## src/rtl/inst_fetch_pkg.sv

```systemverilog
// Shared constants and types for the instruction-fetch stage.
package inst_fetch_pkg;

  localparam int ESTADO_W   = 3;
  localparam int CNT_W      = 4;
  localparam int DEF_ADDR_W = 16;
  localparam int DEF_INST_W = 32;

  typedef enum logic [ESTADO_W-1:0] {
    S_IDLE    = 3'd0,
    S_REQ     = 3'd1,
    S_WAIT    = 3'd2,
    S_CAPTURE = 3'd3,
    S_OUT     = 3'd4
  } state_t;

endpackage

```

## src/rtl/inst_fetch_perf.sv

```systemverilog
// Saturating fetch/stall event counters for the fetch stage.
module inst_fetch_perf (
  input  logic        gclk,
  input  logic        grst_n,
  input  logic        fetch_inc,
  input  logic        stall_inc,
  output logic [31:0] fetch_cnt,
  output logic [31:0] stall_cnt
);

  always_ff @(posedge gclk or negedge grst_n) begin
    if (!grst_n) begin
      fetch_cnt <= '0;
      stall_cnt <= '0;
    end else begin
      if (fetch_inc && fetch_cnt != '1) fetch_cnt <= fetch_cnt + 32'd1;
      if (stall_inc && stall_cnt != '1) stall_cnt <= stall_cnt + 32'd1;
    end
  end

endmodule

```

## src/rtl/inst_fetch_unit.sv

```systemverilog
// Multicycle instruction-fetch stage: PC, fixed-latency memory read, valid/ready to decode.
// Optional perf counters are built when FETCH_PERF_EN is defined.
module inst_fetch_unit
  import inst_fetch_pkg::*;
#(
  parameter int ADDR_W   = DEF_ADDR_W,
  parameter int INST_W   = DEF_INST_W,
  parameter int MEM_LAT  = 2,
  parameter int RESET_PC = 0,
  parameter int PC_STEP  = 1
) (
  input  logic                CLK,
  input  logic                RST,
  input  logic [INST_W-1:0]   MEM_OUT,
  output logic [ADDR_W-1:0]   MEM_ADDR,
  output logic                MEM_REQ,
  output logic [INST_W-1:0]   IR,
  output logic [ADDR_W-1:0]   NPC,
  output logic                IR_VALID,
  input  logic                IR_READY,
  input  logic                COND,
  input  logic [ADDR_W-1:0]   ULA,
  input  logic                FLUSH,
  input  logic [ADDR_W-1:0]   FLUSH_PC,
  output logic [ESTADO_W-1:0] ESTADO,
  output logic [31:0]         PERF_FETCH,
  output logic [31:0]         PERF_STALL
);

  localparam logic [ADDR_W-1:0] PC_RST  = ADDR_W'(RESET_PC);
  localparam logic [ADDR_W-1:0] STEP    = ADDR_W'(PC_STEP);
  localparam logic [CNT_W-1:0]  LAT_M1  = CNT_W'(MEM_LAT - 1);

  state_t             state, state_nxt;
  logic [ADDR_W-1:0]  pc;
  logic [CNT_W-1:0]   cnt;
  logic               discard;
  logic               handshake;
  logic               capture;

  assign MEM_ADDR = pc;
  assign ESTADO   = state;

  always_ff @(posedge CLK or negedge RST) begin
    if (!RST) state <= S_IDLE;
    else      state <= state_nxt;
  end

  always_comb begin
    state_nxt = state;
    handshake = 1'b0;
    capture   = 1'b0;
    case (state)
      S_IDLE:    state_nxt = S_REQ;
      S_REQ:     state_nxt = (MEM_LAT > 1) ? S_WAIT : S_CAPTURE;
      S_WAIT:    if (cnt == CNT_W'(1)) state_nxt = S_CAPTURE;
      S_CAPTURE: begin
        // A flush landing on the capture edge drops the word just like a pending one.
        if (discard || FLUSH) state_nxt = S_REQ;
        else begin
          state_nxt = S_OUT;
          capture   = 1'b1;
        end
      end
      S_OUT: begin
        if (FLUSH) state_nxt = S_REQ;
        else if (IR_VALID && IR_READY) begin
          state_nxt = S_REQ;
          handshake = 1'b1;
        end
      end
      default:   state_nxt = S_IDLE;
    endcase
  end

  always_ff @(posedge CLK or negedge RST) begin
    if (!RST) begin
      pc       <= PC_RST;
      IR       <= '0;
      NPC      <= '0;
      IR_VALID <= 1'b0;
      MEM_REQ  <= 1'b0;
      cnt      <= '0;
      discard  <= 1'b0;
    end else begin
      MEM_REQ  <= (state_nxt == S_REQ);
      IR_VALID <= (state_nxt == S_OUT);

      if (state == S_REQ)       cnt <= LAT_M1;
      else if (state == S_WAIT) cnt <= cnt - CNT_W'(1);

      if (capture) begin
        IR  <= MEM_OUT;
        NPC <= pc + STEP;
      end

      if (FLUSH)          pc <= FLUSH_PC;
      else if (handshake) pc <= COND ? ULA : pc + STEP;

      // The memory read cannot be cancelled, so a flush only marks its word as stale.
      if (state == S_CAPTURE)
        discard <= 1'b0;
      else if (FLUSH && (state == S_REQ || state == S_WAIT))
        discard <= 1'b1;
    end
  end

`ifdef FETCH_PERF_EN
  inst_fetch_perf u_perf (
    .gclk      (CLK),
    .grst_n    (RST),
    .fetch_inc (handshake),
    .stall_inc (IR_VALID && !IR_READY),
    .fetch_cnt (PERF_FETCH),
    .stall_cnt (PERF_STALL)
  );
`else
  assign PERF_FETCH = '0;
  assign PERF_STALL = '0;
`endif

endmodule
```

## config.mk

```make
export PLATFORM = sky130hd
export DESIGN_NAME = inst_fetch_unit
export DESIGN_NICKNAME = d
export VERILOG_FILES = /design/src/rtl/inst_fetch_pkg.sv /design/src/rtl/inst_fetch_perf.sv /design/src/rtl/inst_fetch_unit.sv
export SDC_FILE = /design/constraint.sdc
export NUM_CORES = 1
export LEC_CHECK = 0
export ABC_AREA = 1
export CORE_ASPECT_RATIO = 0.5
export CORE_MARGIN = 3
export CORE_UTILIZATION = 41
export DETAILED_ROUTE_END_ITERATION = 12
export GPL_TIMING_DRIVEN = 0
export PLACE_DENSITY = 0.82
export SLEW_MARGIN = 20
export SYNTH_ARGS = -nofsm -noshare
export SYNTH_HDL_FRONTEND = slang
export SYNTH_SLANG_ARGS = --single-unit
```

## constraint.sdc

```tcl
create_clock -name CLK -period 1.85 [get_ports CLK]
set_input_delay 0.37 -clock CLK [delete_from_list [all_inputs] [get_ports CLK]]
set_output_delay 0.37 -clock CLK [all_outputs]
set_load 0.01 [all_outputs]
```

# Yosys cells after proc, flatten, opt, wreduce, memory -nomap -nowiden

Cells that the tools add are included.

Output and inout bits: 133
Register bits: 74
Bits of input ports: 69
Logic and storage cells: 42

Eq/ne operators: 7
Add/subtract/negate cells: 2
Reduce and logical (&&, ||, !) cells: 8
Muxes and demuxes: 17

Operators by type and width:

| cell                                              | count |
|---|---|
| 2-to-1 mux 16 bit                                 | 3 |
| adder 16 x 1 -> 16 bit (second input constant)    | 1 |
| case mux 3 bit (5 select lines)                   | 1 |
| 2-to-1 mux 3 bit                                  | 4 |
| 2-to-1 mux 4 bit                                  | 2 |
| 2-to-1 mux 1 bit                                  | 7 |
| == test 3 x 1 -> 1 bit (second input constant)    | 2 |
| == test 3 x 2 -> 1 bit (second input constant)    | 2 |
| == test 3 bit (second input constant)             | 2 |
| nonzero test 2 bit                                | 3 |
| == test 4 x 1 -> 1 bit (second input constant)    | 1 |
| subtractor 4 x 1 -> 4 bit (second input constant) | 1 |
| logical NOT 3 bit                                 | 1 |
| logical AND 1 bit                                 | 2 |
| logical OR 1 bit                                  | 2 |

# Longest topological paths before layout

Gate-level depths: netlist of the first run.

Depth after elaboration: 6
Gate-level depth with buffers: 10
Depth with buffers taken out: 10

# Worst setup path after synthesis of the first run

Ideal clock, no wire load.

Path type: reg2reg
Start: register pc[0], in the netlist MEM_ADDR[0]
End: register pc[10], in the netlist MEM_ADDR[10]
Period minus slack after synthesis: 1.445 ns
Buffers on the path: 0
Data arrival time: 1.328 ns
Setup time: 0.116 ns
Slack: 0.405 ns
Required time: 1.734 ns
Cell stages (with the launch flop): 11
Cell sequence: dfrtp_1 ha_1 nand2_1 nor2_2 nand2_1 nor2_1 nand2_1 nand3_1 nand2_1 nand2_1 nand2_1

Word-level cells in the longest chain between the ends: 4

Ends and longest elaborated chain:

| element                        | line                  | text |
|---|---|---|
| start: declaration             | inst_fetch_unit.sv:35 | `logic [ADDR_W-1:0] pc;` |
| start signal: assignment       | inst_fetch_unit.sv:98 | `else if (handshake) pc <= COND ? ULA : pc + STEP;` |
| adder 16 x 1 -> 16 bit         | inst_fetch_unit.sv:98 |  |
| 2-to-1 mux 16 bit (2 in a row) | inst_fetch_unit.sv:98 |  |
| 2-to-1 mux 16 bit              | inst_fetch_unit.sv:97 | `if (FLUSH) pc <= FLUSH_PC;` |

No other way between the ends. The select of a mux whose other input is x is not followed.
A chain may end at the register's enable or synchronous reset.

# Worst setup path after layout of the first run

Start: register pc[0], in the netlist MEM_ADDR[0]
End: output MEM_ADDR[0]

RTL lines:

| element          | line                  | text |
|---|---|---|
| end: declaration | inst_fetch_unit.sv:15 | `output logic [ADDR_W-1:0] MEM_ADDR,` |

No word-level cell between the ends.

==> out/metrics.csv, run 1 <==
stage;metric;value;unit
cells_and_area;syn_to_final_growth;51.32;%
clock_tree;clkSlewWorstSetupHoldPaths;0.06;ns
floorplanning;die_width;146.8;um
clock_tree;cts_resized;0;
yosys;synth_top_family_by_area;simple AND/OR/NAND/NOR gates;
critical_path;criticalPathCategory;reg2out;
cells_and_area;nets;814;
route;drt-total-wl;11960;um
yosys;netlist_area;4066;um2
sta;min_period;1.800;ns
sta;fin_hold_ws;0.01250;ns
sta;fmax;555.7;MHz
power_and_ir_drop;p_leak;0.003200;uW
yosys;yosysUniqueCellTypes;28;
floorplanning;rows;24;
sta;fin_tns_setup;0;ns
grt;grtUsageTotal;21.17;%
grt;grt_pass1_wl;19260;um
route;num_vias;3971;
critical_path;cp-endpoint;MEM_ADDR[0];
clock_tree;htreeDepth;3;
route;wl_per_cell;13.63;um
route;viasPerCell;4.528;
clock_tree;post_cts_buffers;0;
yosys;synth_warnings;0;
status;status;finished, final reports clean;
critical_path;r2r.worst_path.cells;8;
power_and_ir_drop;power;7595;uW
floorplanning;num_io_pins;202;
critical_path;crit_fanout;7;
sta;setup_ws;0.05037;ns
critical_path;reg2reg_to;MEM_ADDR[8]$_DFFE_PN0P_;
critical_path;worstPathRequired;1.48;ns
yosys;syn_area_per_cell;7.644;um2
sta;max-slew-margin-rel;60.32;%
critical_path;start_kind;flip-flop;
critical_path;slowest_delay;0.61;ns
min_path;hold_path_class;in2async;
yosys;postSynthCellCount;532;
clock_tree;numCtsBuffers;9;
place;gp_congestion;0.8741;
critical_path;crit_buf_inv;1;
place;numPortBuffers;135;
yosys;yosysTopAreaCell;dfrtp_1;
critical_path;cp-end-kind;output pin;
route;postRouteAntennaNets;0;
yosys;synth_fa_ha_area_share;0.9231;%
floorplanning;start_util;44.40;%
power_and_ir_drop;power_frac_comb;40.8;%
sta;worstMarginPinSlew;0.5952;ns
critical_path;worst_ep_arrival_time;1.43;ns
yosys;synth-simple-area-share;29.20;%
flow_run;maxCapViolations;0;
clock_tree;cts_sinks;74;
sta;fin_skew;0.005391;ns
critical_path;cp_top_family;buffers and inverters;
critical_path;path_cells;clkdlybuf4s50_1;
route;dr.first_iter.drc_count;301;
cells_and_area;fin_util;67.19;%
power_and_ir_drop;internal-power;5031;uW
critical_path;critPathSlowestCell;clkdlybuf4s50_1;
place;post-place-ws;0.04939;ns
floorplanning;core;9159;um2
route;drcViolationCount;0;
grt;antenna_found_initial;0;
critical_path;path_depth;1;
yosys;ys_seq_area_share;45.54;%
sta;fin_crit_sh;97.28;%
yosys;yosys_register_bits;74;
sta;final-hold-violation-count;0;
critical_path;critPathLaunch;MEM_ADDR[0]$_DFFE_PN0P_;
power_and_ir_drop;net-switching-power;2564;uW
power_and_ir_drop;p_clk_share;24.6;%
clock_tree;cts_hold_buffers;0;
grt;grt_max_degree;40;
yosys;synth_compound_area_share;5.508;%
floorplanning;die_h;76.42;um
power_and_ir_drop;power_density;1234;nW/um2
floorplanning;dieArea;11220;um2
critical_path;regToRegSetupSlack;0.18;ns
clock_tree;cts-root-buf;clkbuf_16;
critical_path;worstReg2RegStart;MEM_ADDR[0]$_DFFE_PN0P_;
cells_and_area;layout-drive-gt1-share;14.06;%
sta;setup_viol;0;
clock_tree;clock_latency;0.33;ns
route;dr.pass1.iters;5;
power_and_ir_drop;switching_share;33.75;%
sta;maxSlewViolCount;0;
yosys;muxShareOfSynthArea;0;%
place;post-dp-hpwl;9060;um
yosys;synth_area_leaders;dfrtp_1, nand2_1, buf_4;
power_and_ir_drop;ir_drop;571.3;uV
sta;rsz0062_at_grt;no;
yosys;yosysTopAreaCellShare;45.54;%
cells_and_area;insertedDiodeCount;0;
grt;grt_pass1_vias;3879;
power_and_ir_drop;p_seq_share;34.6;%
clock_tree;clockBufferDepth;2;
clock_tree;cts_tree;yes;
yosys;synthXorXnorAreaFrac;1.938;%
grt;grt_overflow;0;
[worst min path at each step]
stage / start / endpoint
final: RST / NPC[3]$_DFFE_PN0N_
after global routing: RST / MEM_ADDR[0]$_DFFE_PN0P_
after CTS: RST / MEM_ADDR[2]$_DFFE_PN0P_
after detailed placement: RST / MEM_ADDR[0]$_DFFE_PN0P_
after global placement: IR[26]$_DFFE_PN0N_ / IR[26]$_DFFE_PN0N_
after floorplan: RST / ESTADO[0]$_DFF_PN0_
[per-stage QoR]
| step | std cells | area [um2] |
|---|---|---|
| 5_1_grt | 877 | 6153 |
| 6_report | 877 | 6153 |
| 3_3_place_gp | 860 | 5817 |
| 4_1_cts | 877 | 6153 |
| 2_1_floorplan | 595 | 4303 |
| 3_5_place_dp | 861 | 5834 |
[cell type report]
class                           instances  area, um2
Fill cell                             731       3005
Sequential cell                        74       1852
Multi-Input combinational cell        413       1768
Timing Repair Buffer                  136       1369
Buffer                                 82      580.6
Clock buffer                           10      239.0
Tap cell                              130      162.7
Inverter                               26      102.6
Clock inverter                          6      80.08
[Yosys cell counts (all sizes together)]
cell and number:
a31oi 4, o21ai 12, conb 1, a21oi 12, o211ai 2, inv 25
clkinv 1, xnor2 4, o21bai 4, nand2 219, nor3 1, xor2 5
nor2 49, ha 3, nand4 3, buf 79, nand3 28, dfrtp 74
clkbuf 3, o22ai 3
[metal layers]
layer | vias up | GRT usage, % | share of wire, %
met3 | 27 | 5.585 | 8.4
li1 | 1956 | - | -
met4 | 0 | 8.068 | 2.1
met2 | 185 | 36.67 | 49
met1 | 1803 | 25.30 | 40
met5 | - | 0 | 0
[cells in the final DEF, fill, tap and decap left out, drive strengths merged]
| cell type | count |
|---|---|
| clkdlybuf4s50 | 134 |
| nand2 | 219 |
| clkinv | 5 |
| a21oi | 12 |
| xnor2 | 4 |
| xor2 | 5 |
| nand3 | 28 |
| conb | 64 |
| nand4 | 3 |
| clkbuf | 13 |
| inv | 25 |
| ha | 3 |
| nor2 | 49 |
| dfrtp | 74 |
| o21ai | 12 |
| bufinv | 2 |
| buf | 81 |
| nor3 | 1 |
| o21bai | 4 |
| o22ai | 3 |
| o211ai | 2 |
| a31oi | 4 |
[sequential cells by signal (all words and copies together) (netlist names)]
name      cells
MEM_ADDR     16
IR_VALID      1
MEM_REQ       1
NPC          16
ESTADO        3
discard       1
cnt           4
IR           32
[power by group through the flow]
stage	logic (uW)	clock network, uW	registers [uW]
2_1_floorplan	1240	0	2850
3_3_place_gp	3020	0	2600
3_5_place_dp	3110	0	2630
4_1_cts	3130	1900	2620
5_1_grt	3410	1970	2700
6_report	3100	1870	2620
[kinds of logic after synthesis]
logic type               after synthesis
flip-flops                            74
adder cells (fa/ha/maj)                3
XOR/XNOR                               9
AO/OA/AOI/OAI                         37
buffers and inverters                108
AND/OR/NAND/NOR                      300
other                                  1
(Power assumes the default switching activity.)
==> run 2, diff against run 1 <==
--- a/config.mk
+++ b/config.mk
@@ -6,12 +6,13 @@
 export NUM_CORES = 1
 export LEC_CHECK = 0
 export ABC_AREA = 1
+export CAP_MARGIN = 20
 export CORE_ASPECT_RATIO = 0.5
 export CORE_MARGIN = 3
-export CORE_UTILIZATION = 41
+export CORE_UTILIZATION = 35
 export DETAILED_ROUTE_END_ITERATION = 12
 export GPL_TIMING_DRIVEN = 0
-export PLACE_DENSITY = 0.82
+export PLACE_DENSITY = 0.71
 export SLEW_MARGIN = 20
 export SYNTH_ARGS = -nofsm -noshare
 export SYNTH_HDL_FRONTEND = slang
==> out/metrics.csv, run 2 (synthesis results as in run 1) <==
stage;metric;value;unit;change
status;status;finished with violations;;was finished, final reports clean
status;violations;hold timing;;
critical_path;slowest_delay;0.60;ns;was 0.61 ns
clock_tree;htreeDepth;3;;unchanged
sta;fin_skew;0.008571;ns;was 0.005391 ns
cells_and_area;final_common_cell;nand2_1;;unchanged
power_and_ir_drop;p_clk_share;26.5;%;was 24.6%
cells_and_area;nets;814;;unchanged
cells_and_area;final_cell_mix;nand2_1, clkdlybuf4s50_1, dfrtp_1;;unchanged
cells_and_area;max_flop_register;IR;;unchanged
floorplanning;die_width;158.4;um;was 146.8 um
sta;fin_hold_ws;-0.002321;ns;was 0.01250 ns
route;dr.pass1.iters;4;;was 5
critical_path;crit_buf_inv;1;;unchanged
critical_path;cp-end-kind;output pin;;unchanged
grt;grtUsageTotal;18.22;%;was 21.17%
clock_tree;numCtsBuffers;9;;unchanged
route;dr.first_iter.drc_count;290;;was 301
grt;grt_pass1_vias;3723;;was 3879
clock_tree;clkSlewWorstSetupHoldPaths;0.06;ns;about the same
cells_and_area;layout-drive-gt1-share;14.46;%;was 14.06%
route;num_vias;3879;;was 3971
power_and_ir_drop;p_seq_share;33.7;%;was 34.6%
cells_and_area;syn_to_final_growth;52.86;%;was 51.32%
critical_path;criticalPathCategory;reg2out;;unchanged
route;postRouteAntennaNets;0;;unchanged
clock_tree;cts_sinks;74;;unchanged
floorplanning;core;11150;um2;was 9159 um2
floorplanning;rows;27;;was 24
route;drt-total-wl;11810;um;was 11960 um
power_and_ir_drop;power;7763;uW;was 7595 uW
cells_and_area;largest_register_ffs;32;;unchanged
min_path;hold_path_class;in2async;;unchanged
sta;rsz0062_at_grt;no;;unchanged
critical_path;crit_fanout;7;;unchanged
floorplanning;die_h;82.22;um;was 76.42 um
critical_path;worst_ep_arrival_time;1.43;ns;about the same
flow_run;maxCapViolations;0;;unchanged
power_and_ir_drop;net-switching-power;2549;uW;was 2564 uW
route;wl_per_cell;13.24;um;was 13.63 um
sta;final-hold-violation-count;3;;was 0
floorplanning;num_io_pins;202;;unchanged
place;gp_congestion;0.8699;;was 0.8741
floorplanning;dieArea;13030;um2;was 11220 um2
clock_tree;cts-root-buf;clkbuf_16;;unchanged
grt;antenna_found_initial;0;;unchanged
clock_tree;clock_latency;0.34;ns;was 0.33 ns
power_and_ir_drop;switching_share;32.84;%;was 33.75%
power_and_ir_drop;power_frac_comb;39.9;%;was 40.8%
clock_tree;cts_tree;yes;;unchanged
cells_and_area;insertedDiodeCount;0;;unchanged
sta;maxSlewViolCount;0;;unchanged
power_and_ir_drop;p_leak;0.003213;uW;was 0.003200 uW
sta;max-slew-margin-rel;63.33;%;was 60.32%
cells_and_area;layout.cells.non_filler;892;;was 877
critical_path;start_kind;flip-flop;;unchanged
route;drcViolationCount;0;;unchanged
critical_path;worstPathRequired;1.48;ns;about the same
cells_and_area;fill_cells;1047;;was 731
grt;grt_overflow;0;;unchanged
place;numPortBuffers;135;;unchanged
sta;min_period;1.797;ns;was 1.800 ns
power_and_ir_drop;power_density;1249;nW/um2;was 1234 nW/um2
floorplanning;start_util;36.48;%;was 44.40%
place;post-dp-hpwl;9204;um;was 9060 um
sta;fin_crit_sh;97.15;%;was 97.28%
sta;fmax;556.4;MHz;was 555.7 MHz
critical_path;critPathSlowestCell;clkdlybuf4s50_1;;unchanged
place;place_inst;876;;was 861
clock_tree;clockBufferDepth;2;;unchanged
sta;setup_viol;0;;unchanged
power_and_ir_drop;internal-power;5214;uW;was 5031 uW
sta;worstMarginPinSlew;0.5501;ns;was 0.5952 ns
grt;grt_max_degree;42;;was 40
grt;grt_pass1_wl;18660;um;was 19260 um
route;viasPerCell;4.349;;was 4.528
critical_path;path_cells;clkdlybuf4s50_1;;unchanged
power_and_ir_drop;ir_drop;533.3;uV;was 571.3 uV
critical_path;cp_top_family;buffers and inverters;;unchanged
## run 2: power groups by stage
stage          logic, uW  clock network (uW)  registers [uW]
3_5_place_dp        3130                   0            2630
3_3_place_gp        3060                   0            2600
4_1_cts             3140                2090            2610
5_1_grt             3410                2170            2700
2_1_floorplan       1240                   0            2850
6_report            3090                2050            2610
## run 2: per-layer routing
layer	share of wire (%)	up-vias	track usage, %
li1	-	1944	-
met5	0	-	0
met4	1.7	0	5.494
met3	6.8	15	3.540
met1	43	1780	22.81
met2	49	140	32.37
## run 2: final timing paths
kind                                         start  depth (start not counted)                       to  slack (ns)
setup / recovery           MEM_ADDR[2]$_DFFE_PN0P_                          1              MEM_ADDR[2]        0.05
hold reg to reg                NPC[12]$_DFFE_PN0N_                          2      NPC[12]$_DFFE_PN0N_        0.48
min in group CLK               NPC[12]$_DFFE_PN0N_                          2      NPC[12]$_DFFE_PN0N_        0.48
setup reg to reg           MEM_ADDR[0]$_DFFE_PN0P_                          8  MEM_ADDR[8]$_DFFE_PN0P_        0.26
max in group asynchronous                      RST                          2  MEM_ADDR[0]$_DFFE_PN0P_        1.25
hold / removal                                 RST                          1       IR[21]$_DFFE_PN0N_      -0.002
## run 2: repair_timing
action	in CTS	in global routing
gates resized for setup	0	3
hold buffers	0	0
endpoints found under the setup margin	0	4
setup buffers	0	0
## run 2: area by class of cell
type                            count  area (um2)  area share (%)
Timing Repair Buffer              136        1369           22.02
Clock inverter                      5       100.1           1.610
Multi-Input combinational cell    413        1775           28.56
Buffer                             82       580.6           9.340
Inverter                           26       102.6           1.651
Tap cell                          145       181.4           2.919
Clock buffer                       11       252.7           4.066
Sequential cell                    74        1854           29.83
## run 2: stage by stage
stage	cell area (um2)	hold slack [ns]	setup WS [ns]	TNS, ns	util [%]
after floorplan	4303	0.07441	0.4053	0	-
after global placement	5836	0.4625	-2.286	-168.77	52.35
after detailed placement	5853	0.3623	0.07200	0	52.50
after CTS	6206	0.0002410	0.02481	0	55.67
after global routing	6216	0.01794	0.01037	0	55.76
final	6216	-0.002321	0.05278	0	55.76
